===== src/rtl/rsa_req_arbiter_if.sv =====
// rsa_req_arbiter_if: requester-side and engine-side signals of the two-port modexp arbiter.
// slave is the arbiter's view; master is the requesters plus the engine.
interface rsa_req_arbiter_if;
  logic        req0;
  logic        req1;
  logic [31:0] base0;
  logic [31:0] exp0;
  logic [31:0] mod0;
  logic [31:0] base1;
  logic [31:0] exp1;
  logic [31:0] mod1;
  logic        done0;
  logic        done1;
  logic        err0;
  logic        err1;
  logic [31:0] res0;
  logic [31:0] res1;
  logic        eng_start;
  logic [31:0] eng_base;
  logic [31:0] eng_exp;
  logic [31:0] eng_mod;
  logic        eng_end;
  logic [31:0] eng_out;

  modport slave (
    input  req0, req1, base0, exp0, mod0, base1, exp1, mod1, eng_end, eng_out,
    output done0, done1, err0, err1, res0, res1, eng_start, eng_base, eng_exp, eng_mod
  );

  modport master (
    output req0, req1, base0, exp0, mod0, base1, exp1, mod1, eng_end, eng_out,
    input  done0, done1, err0, err1, res0, res1, eng_start, eng_base, eng_exp, eng_mod
  );
endinterface


===== src/rtl/rsa_req_arbiter.sv =====
// rsa_req_arbiter: round-robin arbiter sharing one modular-exponentiation engine between two
// requesters. Define RSA_ARB_TIMEOUT_EN to abort WAIT after TIMEOUT_CYCLES cycles.
module rsa_req_arbiter #(
  parameter int unsigned TIMEOUT_CYCLES = 4096
) (
  input  logic             clk,
  input  logic             rstn,
  rsa_req_arbiter_if.slave bus,
  output logic             busy,
  output logic             owner
);

  typedef enum logic [1:0] {
    StIdle  = 2'd0,
    StStart = 2'd1,
    StWait  = 2'd2,
    StDone  = 2'd3
  } state_e;

  state_e      r_state, w_state_d;
  logic        r_owner, r_last, r_err;
  logic [31:0] r_base, r_exp, r_mod, r_res0, r_res1;
  logic        w_any_req, w_grant, w_timeout, w_done0, w_done1;
  logic [31:0] w_sel_base, w_sel_exp, w_sel_mod;

  assign w_any_req  = bus.req0 | bus.req1;
  // Contention goes to whoever was not served last; a lone request wins outright.
  assign w_grant    = (bus.req0 & bus.req1) ? ~r_last : ~bus.req0;
  assign w_sel_base = w_grant ? bus.base1 : bus.base0;
  assign w_sel_exp  = w_grant ? bus.exp1  : bus.exp0;
  assign w_sel_mod  = w_grant ? bus.mod1  : bus.mod0;

`ifdef RSA_ARB_TIMEOUT_EN
  logic [31:0] r_tmo_cnt;

  // Zero outside WAIT, so it is already clear on every entry to WAIT.
  always_ff @(posedge clk or negedge rstn) begin
    if (!rstn) begin
      r_tmo_cnt <= '0;
    end else if (r_state == StWait) begin
      r_tmo_cnt <= r_tmo_cnt + 32'd1;
    end else begin
      r_tmo_cnt <= '0;
    end
  end

  assign w_timeout = (r_state == StWait) && !bus.eng_end &&
                     (r_tmo_cnt == TIMEOUT_CYCLES - 32'd1);
`else
  logic w_unused_tmo;
  assign w_unused_tmo = ^TIMEOUT_CYCLES;
  assign w_timeout    = 1'b0;
`endif

  always_ff @(posedge clk or negedge rstn) begin
    if (!rstn) begin
      r_state <= StIdle;
    end else begin
      r_state <= w_state_d;
    end
  end

  always_comb begin
    w_state_d = r_state;
    case (r_state)
      StIdle:  if (w_any_req) w_state_d = (w_sel_mod == '0) ? StDone : StStart;
      StStart: w_state_d = StWait;
      StWait:  if (bus.eng_end || w_timeout) w_state_d = StDone;
      StDone:  w_state_d = StIdle;
      default: w_state_d = StIdle;
    endcase
  end

  always_ff @(posedge clk or negedge rstn) begin
    if (!rstn) begin
      r_owner <= 1'b0;
      r_last  <= 1'b1;
      r_err   <= 1'b0;
      r_base  <= '0;
      r_exp   <= '0;
      r_mod   <= '0;
      r_res0  <= '0;
      r_res1  <= '0;
    end else begin
      case (r_state)
        StIdle: begin
          if (w_any_req) begin
            r_owner <= w_grant;
            r_base  <= w_sel_base;
            r_exp   <= w_sel_exp;
            r_mod   <= w_sel_mod;
            r_err   <= (w_sel_mod == '0);
            // Zero modulus never reaches the engine; its result is defined as 0.
            if (w_sel_mod == '0) begin
              if (w_grant) r_res1 <= '0;
              else         r_res0 <= '0;
            end
          end
        end
        StWait: begin
          if (bus.eng_end || w_timeout) begin
            if (r_owner) r_res1 <= bus.eng_end ? bus.eng_out : '0;
            else         r_res0 <= bus.eng_end ? bus.eng_out : '0;
            r_err <= w_timeout;
          end
        end
        StDone:  r_last <= r_owner;
        default: ;
      endcase
    end
  end

  assign w_done0 = (r_state == StDone) & ~r_owner;
  assign w_done1 = (r_state == StDone) & r_owner;

  assign busy          = (r_state != StIdle);
  assign owner         = r_owner;
  assign bus.eng_start = (r_state == StStart);
  assign bus.eng_base  = r_base;
  assign bus.eng_exp   = r_exp;
  assign bus.eng_mod   = r_mod;
  assign bus.done0     = w_done0;
  assign bus.done1     = w_done1;
  assign bus.err0      = w_done0 & r_err;
  assign bus.err1      = w_done1 & r_err;
  assign bus.res0      = r_res0;
  assign bus.res1      = r_res1;

endmodule


===== src/flat_wrapper.sv =====
// flat-port wrapper written by rule: the top's interface ports become plain ports
module rsa_req_arbiter_flat 
#(
  parameter int unsigned TIMEOUT_CYCLES = 4096
)
  (clk, rstn, busy, owner, bus_req0, bus_req1, bus_base0, bus_exp0, bus_mod0, bus_base1, bus_exp1, bus_mod1, bus_eng_end, bus_eng_out, bus_done0, bus_done1, bus_err0, bus_err1, bus_res0, bus_res1, bus_eng_start, bus_eng_base, bus_eng_exp, bus_eng_mod);
  rsa_req_arbiter_if bus_i ();
  input  logic clk;
  input  logic rstn;
  output logic busy;
  output logic owner;
  input wire logic [$bits(bus_i.req0)-1:0] bus_req0;
  input wire logic [$bits(bus_i.req1)-1:0] bus_req1;
  input wire logic [$bits(bus_i.base0)-1:0] bus_base0;
  input wire logic [$bits(bus_i.exp0)-1:0] bus_exp0;
  input wire logic [$bits(bus_i.mod0)-1:0] bus_mod0;
  input wire logic [$bits(bus_i.base1)-1:0] bus_base1;
  input wire logic [$bits(bus_i.exp1)-1:0] bus_exp1;
  input wire logic [$bits(bus_i.mod1)-1:0] bus_mod1;
  input wire logic [$bits(bus_i.eng_end)-1:0] bus_eng_end;
  input wire logic [$bits(bus_i.eng_out)-1:0] bus_eng_out;
  output wire logic [$bits(bus_i.done0)-1:0] bus_done0;
  output wire logic [$bits(bus_i.done1)-1:0] bus_done1;
  output wire logic [$bits(bus_i.err0)-1:0] bus_err0;
  output wire logic [$bits(bus_i.err1)-1:0] bus_err1;
  output wire logic [$bits(bus_i.res0)-1:0] bus_res0;
  output wire logic [$bits(bus_i.res1)-1:0] bus_res1;
  output wire logic [$bits(bus_i.eng_start)-1:0] bus_eng_start;
  output wire logic [$bits(bus_i.eng_base)-1:0] bus_eng_base;
  output wire logic [$bits(bus_i.eng_exp)-1:0] bus_eng_exp;
  output wire logic [$bits(bus_i.eng_mod)-1:0] bus_eng_mod;
  assign bus_i.req0 = bus_req0;
  assign bus_i.req1 = bus_req1;
  assign bus_i.base0 = bus_base0;
  assign bus_i.exp0 = bus_exp0;
  assign bus_i.mod0 = bus_mod0;
  assign bus_i.base1 = bus_base1;
  assign bus_i.exp1 = bus_exp1;
  assign bus_i.mod1 = bus_mod1;
  assign bus_i.eng_end = bus_eng_end;
  assign bus_i.eng_out = bus_eng_out;
  assign bus_done0 = bus_i.done0;
  assign bus_done1 = bus_i.done1;
  assign bus_err0 = bus_i.err0;
  assign bus_err1 = bus_i.err1;
  assign bus_res0 = bus_i.res0;
  assign bus_res1 = bus_i.res1;
  assign bus_eng_start = bus_i.eng_start;
  assign bus_eng_base = bus_i.eng_base;
  assign bus_eng_exp = bus_i.eng_exp;
  assign bus_eng_mod = bus_i.eng_mod;
  rsa_req_arbiter #(.TIMEOUT_CYCLES(TIMEOUT_CYCLES)) u_core (.clk(clk), .rstn(rstn), .bus(bus_i), .busy(busy), .owner(owner));
endmodule

===== config.mk =====
export PLATFORM = sky130hd
export DESIGN_NAME = rsa_req_arbiter_flat
export DESIGN_NICKNAME = d
export VERILOG_FILES = /design/src/rtl/rsa_req_arbiter_if.sv /design/src/rtl/rsa_req_arbiter.sv /design/src/flat_wrapper.sv
export SDC_FILE = /design/constraint.sdc
export NUM_CORES = 1
export LEC_CHECK = 0
export ABC_AREA = 1
export CELL_PAD_IN_SITES_DETAIL_PLACEMENT = 2
export CELL_PAD_IN_SITES_GLOBAL_PLACEMENT = 2
export CORE_ASPECT_RATIO = 0.6
export CORE_MARGIN = 2
export CORE_UTILIZATION = 23
export CTS_CLUSTER_DIAMETER = 150
export DETAILED_ROUTE_END_ITERATION = 10
export PLACE_DENSITY_LB_ADDON = 0.1
export SLEW_MARGIN = 20
export SYNTH_ARGS = -nofsm -noshare
export SYNTH_HDL_FRONTEND = slang
export SYNTH_SLANG_ARGS = --single-unit

===== constraint.sdc =====
create_clock -name clk -period 4.76 [get_ports clk]
set_input_delay 0.476 -clock clk [delete_from_list [all_inputs] [get_ports clk]]
set_output_delay 0.476 -clock clk [all_outputs]
set_load 0.03 [all_outputs]

==> results by group, run 1 <==
Logic synthesis
  – #FFs+latches synth: 165
  – Yosys top cell area share: 0.510
  – Largest cells by area after synthesis: dfrtp_1, nand2_1, nor2_1
  – Synth area leader: dfrtp_1
  – Mapped Nets: 1,248
  – Gate Count Post-Synth: 1,015
  – Synthesized area per cell: 7.93 um^2
  – Synth cell types: 25
  – Post-synthesis sequential area ratio: 0.513
  – Yosys Warn Count: 0
  – Synthesized cell area: 8050 um^2

STA
  – Setup TNS: 0 ns
  – Post-layout min period: 3.66 ns
  – FMAX: 273 MHz
  – Final Max Tran Viols: 0
  – Worst-margin pin slew: between 0.9 and 1 ns
  – Worst slew margin: 0.388
  – Final hold vios: 0
  – Clock Skews: ~0.012 ns
  – RSZ-0062 raised after global routing: false
  – Hold Slack: 0.477 ns
  – Finish-stage setup viols: 0
  – Final Cycle Share: 0.768

Floorplanning
  – Io pins: 396
  – Cell Rows: 53
  – Die Y-Extent: 149 um
  – Die Wd: 246 um
  – Initial Util: 0.232
  – CORE AREA: 34,700 um^2
  – Die area: roughly 37,000 um^2

Detailed routing
  – Initial DRC count: between 300 and 400
  – Drt wl/cell: 19.9 um
  – Vias per inst: 4.48
  – Final WL: approximately 37,000 um
  – Vias: 8,315
  – Router iterations before antenna repair: 4
  – Post-detailed-route count of antenna-violating nets: 0
  – # DRC: 0

CTS
  – Post-CTS setup buffers: 0
  – CTS tree: built
  – TritonCTS Sinks: 165
  – Root Driver: clkbuf_16
  – H-tree depth: 4
  – Bufs on Longest Clock Path: 2
  – Reg clk slew, reported paths: approximately 0.070 ns
  – Skew-Pair Late Insertion Delay: about 0.45 ns
  – CTS Buf Count: 17

Global route
  – Global-route wire length before repair: between 50,000 and 60,000 um
  – Total grt overflow: 0
  – All-Layer GR Usage: 0.202
  – Pin count of the biggest net entering global routing: about 120
  – Vias in the first global route: slightly above 9,000
  – Initial antenna violation count: 8

Pwr
  – Seq pwr share: 0.276
  – Int Pwr: 0.00445 W
  – Net load switching power: 0.00420 W
  – PD cells: between 600 and 700 nW/um^2
  – Leak: roughly 6.1 nW
  – Worst vdd ir: 0.292 mV
  – Gate power share: 0.562
  – Part of the power in the clock network: 0.162
  – Switching Fraction: 0.486

Worst setup path
  – Reg2Reg Depth: 10
  – Critical path class: flip-flop to flip-flop
  – Worst setup path startpoint: u_core.r_state[0]
  – FF-to-FF setup slack: 1.10 ns
  – Most Frequent Cell on Critical Path: nand2_1
  – RR Startpoint: u_core.r_state[0]
  – Endpoint class of the critical path: flip-flop
  – Slowest cell on crit path: ha_2
  – Critical R2R Capture: u_core.bus.res1[28]
  – Crit path max fanout: 36
  – Critical path arrival: 3.98 ns
  – Cell-by-cell trace of the critical path: inv_1, ha_2, inv_1, nand2_1, nand2_1, a211oi_4, buf_4, nand3_2, nand2_1, nand2_1
  – Slowest stage delay, CP: 0.81 ns
  – Req. time, crit path: 5.08 ns
  – Critical path launch point type: flip-flop

Min path
  – Hold depth: 2
  – Worst hold path class: flip-flop to flip-flop
  – WHS Endpoint: u_core.bus.res0[24]
  – Hold_sp: u_core.bus.res0[24]

Placed design
  – Placer Congestion: 0.777
  – IO Port Bufs: 395
  – HPWL after detailed placement: 26,400 um

Layout
  – Post-layout net count: 1,603
  – Most frequent cells in the layout: clkdlybuf4s50_1, nand2_1, dfrtp_1, nor2_1, inv_1
  – Area Growth Syn to Fin: 61.0%
  – Share of layout cells above drive strength 1: 0.0434
  – Commonest non-fill, non-tap cell in the layout: clkdlybuf4s50_1

Run
  – Max_cap viols: 0

Status
  – Status: completed
[cell usage after synthesis]
| cell | number |
|---|---|
| ha_1 | 4 |
| dfstp_2 | 1 |
| clkbuf_1 | 36 |
| nand3_1 | 1 |
| nand2_2 | 3 |
| a211oi_2 | 1 |
| a21oi_1 | 1 |
| buf_2 | 12 |
| inv_1 | 75 |
| nor3_1 | 2 |
| dfrtp_1 | 164 |
| nor2_1 | 143 |
| a221oi_2 | 1 |
| or2_2 | 1 |
| buf_6 | 9 |
| buf_4 | 3 |
| o31ai_1 | 65 |
| buf_1 | 14 |
| nand2_1 | 344 |
| nand3b_1 | 27 |
| nand4_1 | 64 |
| o21ai_0 | 37 |
| nand3_2 | 2 |
| o21ai_1 | 3 |
| inv_2 | 2 |
[logic make-up (layout without fill, tap and decap cells)]
logic type,Yosys count,after routing,share of synthesized area
AOI/OAI and AO/OA,108,108,0.0895
adders and majority gates,4,4,0.00622
buffers and inverters,151,519,0.0820
DFF,165,165,0.513
other,0,4,0
and+or+nand+nor,587,587,0.309
[metal layers]
layer | GRT usage | share of wire | up-vias
met5 | 0 | 0.00071 | -
met1 | 0.263 | 0.45 | 4110
met2 | 0.326 | 0.47 | 196
met3 | 0.0649 | 0.066 | 28
li1 | - | - | 3977
met4 | 0.0442 | 0.013 | 4
[how the worst max path moves through the flow]
stage	to	slack (ns)	cells after the start
finish	u_core.bus.res1[28]	1.10	10
global route	u_core.bus.res1[28]	0.71	10
CTS	u_core.bus.res1[28]	1.06	10
detailed placement	u_core.bus.res0[22]	0.88	14
global placement	u_core.bus.res0[29]	0.98	14
floorplan	u_core.bus.res1[15]	2.83	9
[area by class of cell]
type                            instances  area, um^2
Sequential cell                       165        4130
Multi-Input combinational cell        699        3300
Inverter                               77         289
Clock buffer                           18         429
Antenna cell                            4        10.0
Clock inverter                         14         130
Timing Repair Buffer                  410        4100
Fill cell                            3914       21800
Tap cell                              467         584
[critical path: cells and delay by family (launching register included)]
kind | cells | cell delay (ns)
and+or+nand+nor | 5 | 1.35
AOI/OAI and AO/OA | 1 | 0.23
adders and majority gates | 1 | 0.81
buffers and inverters | 3 | 0.69
DFF | 1 | 0.41
[what timing repair did]
item | 4_1_cts | 5_1_grt
hold buffers | 1 | 0
gates resized for setup | 0 | 0
setup endpoints to repair | 0 | 0
hold endpoints to repair | 36 | 0
[power groups by stage]
| stage | combinational, W | sequential, W | clock [W] |
|---|---|---|---|
| floorplan | 0.00163 | 0.00350 | 0 |
| global placement | 0.00485 | 0.00239 | 0 |
| detailed placement | 0.00492 | 0.00241 | 0 |
| CTS | 0.00494 | 0.00240 | 0.00145 |
| global route | 0.00525 | 0.00247 | 0.00150 |
| finish | 0.00486 | 0.00239 | 0.00140 |
[flip-flops by register name, summed over array words and instances (netlist names)]
register             count
u_core.r_err             1
u_core.bus.eng_base     32
u_core.r_state           2
u_core.bus.res0         32
u_core.bus.res1         32
u_core.r_last            1
u_core.bus.eng_exp      32
u_core.bus.eng_mod      32
u_core.owner             1
[through the flow]
stage          cell area [um^2]  std cells  setup slack, ns  total power (W)  utilization
2_1_floorplan              8050       1015             2.83          0.00512            -
3_3_place_gp              12400       1817            0.981          0.00724        0.357
3_5_place_dp              12400       1817            0.876          0.00733        0.357
4_1_cts                   13000       1850             1.06          0.00879        0.373
5_1_grt                   13000       1853            0.712          0.00923        0.373
6_report                  13000       1854             1.10          0.00864        0.373
(Power assumes the default switching activity.)
==> inputs of run 2 (changes only) <==
- CORE_UTILIZATION: 23 -> 20
- clock period: 4.76 -> 3.35 ns (I/O delays scaled with it)
==> results by group, run 2 (same netlist as run 1, synthesis figures left out) <==
STA
  – Finish-stage setup viols: 0 (unchanged)
  – RSZ-0062 raised after global routing: false
  – Worst-margin pin slew: 0.737 ns (-0.182 ns)
  – Final hold vios: 0 (unchanged)
  – Setup TNS: 0 ns (unchanged)
  – FMAX: 362 MHz (+32%)
  – Final Cycle Share: 0.825 (+0.0569)
  – Final Max Tran Viols: 0 (unchanged)
  – Post-layout min period: 2.76 ns (-0.893 ns)
  – Clock Skews: 0.0134 ns (+0.00132 ns)
  – Final worst setup slack: 0.586 ns (-0.517 ns)
  – Worst slew margin: 0.509 (+0.121)

Detailed routing
  – Vias: 8,266 (-0.59%)
  – Drt wl/cell: 20.0 um (+0.41%)
  – Vias per inst: 4.32 (-3.7%)
  – Initial DRC count: 331 (-13%)
  – Post-detailed-route count of antenna-violating nets: 0 (unchanged)
  – # DRC: 0 (unchanged)
  – Router iterations before antenna repair: 4 (unchanged)
  – Final WL: 38,200 um (+3.7%)

Global route
  – Pin count of the biggest net entering global routing: 136 (+17%)
  – All-Layer GR Usage: 0.182 (-0.0192)
  – Vias in the first global route: 9,123 (+0.11%)
  – Total grt overflow: 0 (unchanged)
  – Initial antenna violation count: 3 (-5)
  – Global-route wire length before repair: 58,500 um (+4.3%)

Layout
  – FF+latch area: 4130 um^2 (unchanged)
  – Commonest non-fill, non-tap cell in the layout: clkdlybuf4s50_1
  – Multi-input gate area: 3300 um^2 (unchanged)
  – Ant. Diodes: 0 (-4)
  – Fill count: 4,424 (+13%)
  – Area Growth Syn to Fin: 63.6%
  – Post-layout net count: 1,612 (+0.56%)
  – Final core occ: 0.335 (-0.0386)
  – Share of layout cells above drive strength 1: 0.0496 (+0.00619)
  – Most frequent cells in the layout: clkdlybuf4s50_1, nand2_1, dfrtp_1, nor2_1, inv_1

Pwr
  – Worst vdd ir: 0.671 mV (+130%)
  – Leak: 6.18 nW (+0.96%)
  – PD cells: 946 nW/um^2 (+42%)
  – Design Power: 0.0125 W (+44%)

CTS
  – CTS Buf Count: 17 (unchanged)
  – Reg clk slew, reported paths: 0.07 ns (about the same)
  – Bufs on Longest Clock Path: 2 (unchanged)
  – Post-CTS setup buffers: 0 (unchanged)
  – Post-CTS Hold Buffers: 1 (unchanged)
  – TritonCTS Sinks: 165 (unchanged)
  – H-tree depth: 4 (unchanged)
  – Skew-Pair Late Insertion Delay: 0.45 ns (about the same)
  – CTS tree: built
  – Root Driver: clkbuf_16
  – Post_cts resized: 0 (unchanged)

Placed design
  – Pre-CTS setup slack: 0.329 ns (-0.548 ns)
  – IO Port Bufs: 395 (unchanged)
  – Placer Congestion: 0.752 (-3.2%)
  – HPWL after detailed placement: 28,300 um (+7.1%)

Worst setup path
  – FF-to-FF setup slack: 0.59 ns (-0.52 ns)
  – Critical path's top delay family: simple AND/OR/NAND/NOR gates
  – Critical path launch point type: flip-flop
  – Slowest stage delay, CP: 0.52 ns (-0.29 ns)
  – Crit path max fanout: 64 (+78%)
  – Critical path class: flip-flop to flip-flop
  – WP buf/inv: 3 (unchanged)
  – Critical path arrival: 3.13 ns (-0.85 ns)
  – Cell-by-cell trace of the critical path: inv_1, nand2_2, buf_4, nand3b_1, nand2_1, nand2_1, nor2_1, nand2_1, nor2_1, nand2_1, nand2_2, buf_12, nand4_1, nand2_1
  – Endpoint class of the critical path: flip-flop
  – Slowest cell on crit path: dfstp_2
  – Most Frequent Cell on Critical Path: nand2_1
  – Req. time, crit path: 3.71 ns (-1.37 ns)

Floorplanning
  – Die Y-Extent: 159 um (+7.0%)
  – CORE AREA: 39,400 um^2 (+13%)
  – Die area: 41,900 um^2 (+15%)
  – Initial Util: 0.204 (-0.0272)
  – Cell Rows: 56 (+5.7%)
  – Io pins: 396 (unchanged)
  – Die Wd: 263 um (+7.1%)

Min path
  – Worst hold path class: input pin to asynchronous set/reset pin

Run
  – Max_cap viols: 0 (unchanged)

Status
  – Status: completed
-- run 2: per-stage QoR --
step	hold WS, ns	cell area (um^2)	cells
after global placement	0.363	12600	1881
after detailed placement	0.362	12600	1881
final	0.415	13200	1914
after floorplan	0.0394	8050	1015
after CTS	0.438	13200	1914
after global routing	0.473	13200	1914
-- run 2: worst paths after layout --
| kind | from | to | cells past startpoint |
|---|---|---|---|
| min in group clk | u_core.bus.res0[12] | u_core.bus.res0[12] | 2 |
| max in group asynchronous | rstn | u_core.bus.eng_base[30] | 3 |
| worst max-delay path | u_core.r_last | u_core.bus.res0[20] | 14 |
| worst max register to register | u_core.r_last | u_core.bus.res0[20] | 14 |
| worst min-delay path | rstn | u_core.bus.eng_mod[20] | 2 |
| worst min register to register | u_core.bus.res0[12] | u_core.bus.res0[12] | 2 |
-- run 2: layout make-up --
class,count,share of cell area
flip-flops and latches,165,0.313
clock buffers,19,0.0336
multi-input cells,699,0.250
clock inverters,13,0.0111
well taps,522,0.0496
repair buffers,419,0.320
inverters,77,0.0219
-- run 2: power breakdown --
group | switching, W | total [W] | internal [W]
sequential | 0.000517 | 0.00338 | 0.00287
combinational | 0.00449 | 0.00701 | 0.00253
clock | 0.000933 | 0.00206 | 0.00113
total | 0.00594 | 0.0125 | 0.00652
-- run 2: per-layer routing --
metal	GRT usage	routed length, um	up-vias	share of wire
met4	0.0403	473	6	0.012
li1	-	-	3995	-
met2	0.290	17400	167	0.46
met5	0	37	-	0.00097
met3	0.0473	1830	30	0.048
met1	0.249	18400	4068	0.48
